**src/rtl/rx_dec_parser.sv**
```systemverilog
// -----------------------------------------------------------------------------
// rx_dec_parser
//
// Pulls ASCII bytes from a first-word-fall-through RX FIFO and parses lines of
// the form "A B OP\r". Each field is 1-3 decimal digits with a value of 0-255.
// Fields are separated by one or more spaces. A good line updates
// OP_A/OP_B/OP_CODE and pulses VALID. A malformed line is discarded up to its
// CR and pulses ERROR.
//
// Optional feature: define ECHO_EN to copy every popped byte into a TX FIFO.
// In that build, popping is held off while tx_full is high. Without ECHO_EN,
// WR_ECHO and echo_data are tied low and tx_full is ignored.
//
// Ports
//   CLK         clock, rising edge
//   RESET       asynchronous active-low reset
//   fifo_empty  RX FIFO empty flag
//   rx_data     RX FIFO head byte, valid while fifo_empty=0
//   tx_full     TX FIFO full flag (ECHO_EN only)
//   RD_FIFO     RX FIFO pop strobe, combinational
//   WR_ECHO     TX FIFO write strobe (ECHO_EN only)
//   echo_data   byte written to the TX FIFO (ECHO_EN only)
//   OP_A/OP_B/OP_CODE  parsed fields, held until the next VALID
//   VALID       one-cycle pulse: new fields presented
//   ERROR       one-cycle pulse: malformed line dropped
//   STATE       current FSM state, for debug
// -----------------------------------------------------------------------------
module rx_dec_parser (
  input  logic       CLK,
  input  logic       RESET,
  input  logic       fifo_empty,
  input  logic [7:0] rx_data,
  input  logic       tx_full,
  output logic       RD_FIFO,
  output logic       WR_ECHO,
  output logic [7:0] echo_data,
  output logic [7:0] OP_A,
  output logic [7:0] OP_B,
  output logic [7:0] OP_CODE,
  output logic       VALID,
  output logic       ERROR,
  output logic [2:0] STATE
);

  typedef enum logic [2:0] {
    FETCH  = 3'd0,
    DECODE = 3'd1,
    DONE   = 3'd2,
    DRAIN  = 3'd3
  } state_t;

  localparam logic [7:0] CH_SPACE = 8'h20;
  localparam logic [7:0] CH_CR    = 8'h0D;

  state_t      state_reg, state_next;
  logic [7:0]  ch_reg, ch_next;
  logic [7:0]  acc_reg, acc_next;
  logic [1:0]  ndig_reg, ndig_next;
  logic [1:0]  fidx_reg, fidx_next;
  logic [7:0]  field_reg [3];
  logic [2:0]  field_we;
  logic [7:0]  op_a_reg, op_b_reg, op_code_reg;
  logic        load_op;
  logic        valid_reg, valid_next;
  logic        error_reg, error_next;
  logic        pop_ok;
  logic        is_digit;
  logic [11:0] acc_wide;

  // For ASCII '0'-'9', the low nibble is the digit value.
  assign is_digit = (ch_reg >= 8'h30) && (ch_reg <= 8'h39);
  // The widest possible result is 255*10+9, so 12 bits is enough to detect overflow.
  assign acc_wide = ({4'd0, acc_reg} * 12'd10) + {8'd0, ch_reg[3:0]};

`ifdef ECHO_EN
  assign pop_ok    = RESET && !fifo_empty && !tx_full;
  assign WR_ECHO   = RD_FIFO;
  assign echo_data = rx_data;
`else
  logic unused_tx_full;
  assign unused_tx_full = tx_full;
  assign pop_ok    = RESET && !fifo_empty;
  assign WR_ECHO   = 1'b0;
  assign echo_data = 8'h00;
`endif

  always_comb begin
    state_next = state_reg;
    ch_next    = ch_reg;
    acc_next   = acc_reg;
    ndig_next  = ndig_reg;
    fidx_next  = fidx_reg;
    field_we   = 3'b000;
    load_op    = 1'b0;
    valid_next = 1'b0;
    error_next = 1'b0;
    RD_FIFO    = 1'b0;

    case (state_reg)
      FETCH: begin
        if (pop_ok) begin
          RD_FIFO    = 1'b1;
          ch_next    = rx_data;
          state_next = DECODE;
        end
      end

      DECODE: begin
        state_next = FETCH;
        if (is_digit) begin
          if (fidx_reg == 2'd3 || ndig_reg == 2'd3 || acc_wide > 12'd255) begin
            state_next = DRAIN;
          end else begin
            acc_next  = acc_wide[7:0];
            ndig_next = ndig_reg + 2'd1;
          end
        end else if (ch_reg == CH_SPACE) begin
          // Repeated spaces are ignored. A space that ends a field commits it.
          if (ndig_reg != 2'd0) begin
            field_we  = 3'b001 << fidx_reg;
            fidx_next = fidx_reg + 2'd1;
            acc_next  = 8'd0;
            ndig_next = 2'd0;
          end
        end else if (ch_reg == CH_CR) begin
          if ((fidx_reg == 2'd2 && ndig_reg != 2'd0) ||
              (fidx_reg == 2'd3 && ndig_reg == 2'd0)) begin
            if (ndig_reg != 2'd0) field_we = 3'b100;
            // Load the outputs now so they line up with VALID in DONE.
            load_op    = 1'b1;
            valid_next = 1'b1;
            state_next = DONE;
          end else if (!(fidx_reg == 2'd0 && ndig_reg == 2'd0)) begin
            error_next = 1'b1;
            acc_next   = 8'd0;
            ndig_next  = 2'd0;
            fidx_next  = 2'd0;
          end
        end else begin
          state_next = DRAIN;
        end
      end

      DONE: begin
        acc_next   = 8'd0;
        ndig_next  = 2'd0;
        fidx_next  = 2'd0;
        state_next = FETCH;
      end

      DRAIN: begin
        if (pop_ok) begin
          RD_FIFO = 1'b1;
          if (rx_data == CH_CR) begin
            error_next = 1'b1;
            acc_next   = 8'd0;
            ndig_next  = 2'd0;
            fidx_next  = 2'd0;
            state_next = FETCH;
          end
        end
      end

      default: state_next = FETCH;
    endcase
  end

  always_ff @(posedge CLK or negedge RESET) begin
    if (!RESET) begin
      state_reg   <= FETCH;
      ch_reg      <= 8'd0;
      acc_reg     <= 8'd0;
      ndig_reg    <= 2'd0;
      fidx_reg    <= 2'd0;
      op_a_reg    <= 8'd0;
      op_b_reg    <= 8'd0;
      op_code_reg <= 8'd0;
      valid_reg   <= 1'b0;
      error_reg   <= 1'b0;
      for (int i = 0; i < 3; i++) field_reg[i] <= 8'd0;
    end else begin
      state_reg <= state_next;
      ch_reg    <= ch_next;
      acc_reg   <= acc_next;
      ndig_reg  <= ndig_next;
      fidx_reg  <= fidx_next;
      valid_reg <= valid_next;
      error_reg <= error_next;
      for (int i = 0; i < 3; i++) begin
        if (field_we[i]) field_reg[i] <= acc_reg;
      end
      if (load_op) begin
        op_a_reg    <= field_reg[0];
        op_b_reg    <= field_reg[1];
        // A line that ends in a digit still holds its last field in acc.
        op_code_reg <= (ndig_reg != 2'd0) ? acc_reg : field_reg[2];
      end
    end
  end

  assign OP_A    = op_a_reg;
  assign OP_B    = op_b_reg;
  assign OP_CODE = op_code_reg;
  assign VALID   = valid_reg;
  assign ERROR   = error_reg;
  assign STATE   = state_reg;

endmodule
```
**config.mk**
```make
export PLATFORM = sky130hd
export DESIGN_NAME = rx_dec_parser
export DESIGN_NICKNAME = d
export VERILOG_FILES = /design/src/rtl/rx_dec_parser.sv
export SDC_FILE = /design/constraint.sdc
export NUM_CORES = 1
export LEC_CHECK = 0
export CELL_PAD_IN_SITES_DETAIL_PLACEMENT = 0
export CELL_PAD_IN_SITES_GLOBAL_PLACEMENT = 2
export CORE_MARGIN = 10
export CORE_UTILIZATION = 37
export CTS_CLUSTER_SIZE = 12
export DETAILED_ROUTE_END_ITERATION = 6
export PLACE_DENSITY = 0.78
export SYNTH_ARGS = -nofsm -noshare
export SYNTH_HDL_FRONTEND = slang
export SYNTH_SLANG_ARGS = --single-unit
```
**constraint.sdc**
```tcl
create_clock -name CLK -period 4.15 [get_ports CLK]
set_input_delay 0.83 -clock CLK [delete_from_list [all_inputs] [get_ports CLK]]
set_output_delay 0.83 -clock CLK [all_outputs]
set_load 0.05 [all_outputs]
```
# After elaboration in Yosys (flattened, before gate mapping)

Index checks and enable logic that the tools add are counted.

Flip-flop bits (word level): 73
Output and inout port bits: 39
Word-level logic and storage cells: 118

$add $sub $neg: 3
Multipliers: 1
$lt $le $gt $ge: 3
Equality and inequality tests: 22
Shifts and indexed selects: 1
Muxes and demuxes: 56
Reduce and logical (&&, ||, !) cells: 19

Operators by type and width:

| operator                                                        | number |
|---|---|
| 2-to-1 mux 8 bit                                                | 10 |
| 2-to-1 mux 3 bit                                                | 13 |
| 2-to-1 mux 2 bit                                                | 14 |
| one-hot mux 8 bit (3 select lines)                              | 1 |
| equality test 8 x 4 -> 1 bit (second input constant)            | 2 |
| != test 4 bit (second input constant)                           | 4 |
| AND reduction 8 bit                                             | 2 |
| != test 3 bit (second input constant)                           | 5 |
| 2-to-1 mux 1 bit                                                | 14 |
| adder 12 x 4 -> 12 bit                                          | 1 |
| greater-than comparator 12 x 8 -> 1 bit (second input constant) | 1 |
| one-hot mux 2 bit (3 select lines)                              | 2 |
| multiplier 8 x 3 -> 11 bit (second input constant)              | 1 |
| one-hot mux 3 bit (3 select lines)                              | 1 |
| equality test 8 x 6 -> 1 bit (second input constant)            | 1 |
| >= comparator 8 x 6 -> 1 bit (second input constant)            | 1 |
| less-or-equal comparator 8 x 6 -> 1 bit (second input constant) | 1 |
| != test 2 bit (second input constant)                           | 4 |
| equality test 2 bit (second input constant)                     | 3 |
| equality test 3 x 2 -> 1 bit (second input constant)            | 2 |
| logical AND 1 bit                                               | 5 |
| adder 2 x 1 -> 2 bit (second input constant)                    | 2 |
| logical NOT 2 bit                                               | 2 |
| equality test 3 x 1 -> 1 bit (second input constant)            | 1 |
| 10 further kinds                                                | 12 |

# Longest topological paths before layout

Depth after elaboration: 8
Depth in mapped cells: 11
Gate-level depth less buffers: 10

# Least setup slack after synthesis

Ideal clock, no wire load.

Path kind: reg2reg
Start: register acc_reg[1]
End: register acc_reg[3]
Setup time: 0.125 ns
Arrival time: 2.958 ns
Slack: 1.066 ns
Stages on the path, launching flop included: 12
Path buffers: 1
Period minus slack after synthesis: 3.084 ns
Path through: dfrtp_1 > ha_1 > ha_1 > inv_1 > fa_1 > nand2b_1 > nor4b_2 > and4b_4 > nor3b_2 > nor4b_4 > buf_6 > mux2_4

Word-level cells in the longest chain between the ends: 6
Elaborated cells on any way between the ends: 9
Those cells by class: add/sub: 1; mul: 1; order compare: 1; eq/ne: 1; mux: 3; reduce/logical: 2

RTL lines:

| item                                    | line | text |
|---|---|---|
| start, declared                         | 57   | `logic [7:0] acc_reg, acc_next;` |
| start signal, assigned                  | 184  | `acc_reg <= acc_next;` |
| multiplier 8 x 3 -> 11 bit *            | 73   | `assign acc_wide = ({4'd0, acc_reg} * 12'd10) + {8'd0, ch_reg[3:0]};` |
| adder 12 x 4 -> 12 bit *                | 73   |  |
| greater-than comparator 12 x 8 -> 1 bit | 111  | `if (fidx_reg == 2'd3 \|\| ndig_reg == 2'd3 \|\| acc_wide > 12'd255) begin` |
| logical OR 1 bit                        | 111  |  |
| != test 3 bit (no source line)          | -    |  |
| AND reduction 8 bit (no source line)    | -    |  |

Every way passes the cells marked *; elsewhere a longest branch is shown, timed or not. The select of a mux whose other input is x is not followed.
A chain may end at the register's enable or synchronous reset.

# Final worst setup path

Start: register acc_reg[1]
End: register ndig_reg[1]

Word-level cells in the longest chain between the ends: 6

RTL lines:

| item                                    | line | text |
|---|---|---|
| multiplier 8 x 3 -> 11 bit              | 73   |  |
| adder 12 x 4 -> 12 bit                  | 73   |  |
| greater-than comparator 12 x 8 -> 1 bit | 111  |  |
| logical OR 1 bit                        | 111  |  |
| != test 3 bit (no source line)          | -    |  |
| AND reduction 8 bit (no source line)    | -    |  |
| end signal, assigned                    | 185  | `ndig_reg <= ndig_next;` |
| end, declared                           | 58   | `logic [1:0] ndig_reg, ndig_next;` |

No other way between the ends.

==> metrics.txt <==
outcome finished clean; synthesized instance count 327; fin area 4590 sq um; HP Class reg2reg; I/O Buffers 39; Seq/Total Area, Yosys 46.6%; clock root cell clkbuf_8; max reg flops 24; CP endpoint kind flop; Antenna Cells 0; Worst Setup EP ndig_reg[1]; CP Max Fanout 7; initial antenna violation count 0; Initial Utilization 37.8%; wirelength, routed 8040 um; max-capacitance violation count 0; Layout fillers 962; slowest stage delay, CP 0.64 ns; Clock Latency Late Sink 0.34 ns; global-route wire length before repair 13200 um; row count 37; Final Worst Setup Slack 0.606 ns; final hold viol count 0; layout cell share with drive strength beyond 1 15.3%; worst slew pin tran 0.701 ns; CORE AREA 10200 sq um; Most common cell on crit path ha_1; hold_buf cts 0; critical path depth in cells 11; Leak 2.19 nW; final period utilization 85.4%; CP arrival 3.81 ns; Pint 1.41 mW; HPWL after DPL 6160 um; DRT iter0 DRCs 107; H-Tree Depth 3; Setup TNS 0 ns; routability cong. 0.753; final setup skew 0.0163 ns; Reg clk slew, reported paths 0.08 ns; CP Launch Point acc_reg[1]; maximum VDD drop 0.332 mV; syn_area_per_cell 11.8 sq um; f_max 0.282 GHz; vias in the first global route 2559; Slowest-stage cell, CP nor4b_4; final setup fails 0; die width 122 um; aggregate global-route resource usage 11.2%; wire per inst 15.6 um; Logic pwr share 31.5%; Ys Warns 0; clock buffer depth 2; Top FF cell, synth dfrtp_1; reg-to-reg setup timing slack 0.61 ns; global route overflow 0; Slew headroom 53.1%; Clock power frac 28.3%; synth unique cells 52; largest net degree at the start of global routing 51; PD cells 471 nW/um^2; Switching Share 34.8%; Post-synth ARST share 100%; Area Growth Syn to Fin 19.0%; post-synth design cell area 3860 sq um; Cells after DPL 498; number of buffers created by CTS 9; cell depth of the worst flop-to-flop path 11; Max Slew Vio Count 0; RR Startpoint acc_reg[1]; commonest non-fill, non-tap cell in the layout dfrtp_1; fin crit period 3.54 ns; Place WS 0.584 ns; worst path bufs/invs 2; placed cell area 4380 sq um; DIE HEIGHT 122 um; CP Class reg2reg; RSZ-0062 raised after global routing false; CP Cell Sequence ha_1, ha_1, inv_1, fa_1, nand2b_1, nor4b_2, and4b_4, nor3b_2, nor4b_4, buf_4, mux2i_1; Critical Path Source Type flop; clock sinks 72; RR Endpoint ndig_reg[1]; Post-CTS Resized 0; vias post-DR 2505; Seq pwr share 40.2%; most frequent cells in the layout dfrtp_1, clkdlybuf4s50_1, mux2_1; ANT nets after route 0; required time worst endpoint 4.42 ns; DR vias/cell 4.87; number of synthesized register bits 72; drt pass-1 iters 4; Net Sw Power 0.754 mW; DRC viols 0; Ports 51; fin cells 514; nets 412; number of synthesized flops with an enable pin 0; CTS tree done; delay-heaviest family, CP simple AND/OR/NAND/NOR gates; post-CTS setup buffers 0; Die ar. 14900 sq um
==> worst min-delay path by stage <==
stage                    end     startpoint  depth (start not counted)
4_1_cts         field_reg[1]   field_reg[1]                          1
3_5_place_dp         OP_B[2]        OP_B[2]                          1
5_1_grt         field_reg[1]   field_reg[1]                          1
6_report             OP_A[6]        OP_A[6]                          1
2_1_floorplan  field_reg[10]  field_reg[10]                          2
3_3_place_gp    field_reg[1]   field_reg[1]                          1
==> routing by layer <==
metal | track usage, % | vias up | part of all wire, %
met5 | 0 | - | 0
li1 | - | 1244 | -
met3 | 2.59 | 10 | 5.0
met4 | 3.98 | 0 | 1.4
met2 | 17.7 | 40 | 46
met1 | 14.7 | 1211 | 47
==> power groups by stage <==
stage / Combinational (mW) / Sequential (mW) / Clock (mW)
floorplan: 0.517 / 0.889 / 0
global placement: 0.682 / 0.884 / 0
detailed placement: 0.685 / 0.885 / 0
CTS: 0.689 / 0.872 / 0.628
global route: 0.755 / 0.884 / 0.659
finish: 0.681 / 0.871 / 0.613
==> metrics by stage <==
stage,util (%),power (mW),hold slack (ns)
6_report,44.9,2.17,0.486
5_1_grt,44.9,2.30,0.504
4_1_cts,44.9,2.19,0.490
3_5_place_dp,42.8,1.57,0.474
3_3_place_gp,42.8,1.57,0.467
2_1_floorplan,-,1.41,0.452
==> layout make-up <==
type | count | area [sq um] | share of cell area [%]
multi-input combinational | 233 | 1930 | 42.0
sequential | 72 | 1800 | 39.2
timing repair buffer | 44 | 425 | 9.26
tap | 136 | 170 | 3.70
clock buffer | 10 | 128 | 2.78
clock inverter | 6 | 90.1 | 1.96
inverter | 13 | 48.8 | 1.06
==> cell families (layout without fill, tap and decap cells) <==
group,Yosys count,after routing,share of synthesized area (%)
and+or+nand+nor,90,90,13.8
DFF,72,72,46.6
muxes,64,64,18.7
AOI/OAI and AO/OA,35,35,5.54
buffers and inverters,31,73,4.31
adders and majority gates,27,27,9.14
xor gates and xnor gates,7,7,1.78
other,1,10,0.0971
==> Yosys cell counts, types with 2 or more instances <==
cell	n	area share, %
nand4b_1	3	0.68
ha_1	25	8.1
nand3_1	7	0.91
xnor2_1	4	0.91
buf_4	10	1.9
or4b_1	2	0.52
inv_1	13	1.3
a211oi_1	2	0.39
mux2_2	18	5.2
a21oi_1	13	1.7
mux2_1	26	7.6
clkbuf_1	2	0.19
dfrtp_1	72	47
fa_1	2	1.0
nand2b_1	3	0.49
nor4b_2	2	0.78
buf_2	4	0.52
xor2_1	2	0.45
o21ai_1	9	1.2
a21o_1	2	0.39
nand4_1	6	0.97
a31oi_1	3	0.49
nor3_1	4	0.52
nand2_1	22	2.1
mux2_4	5	1.9
nor2_1	26	2.5
mux2i_1	15	3.9
Note: power is estimated with default switching activity, not from simulation.
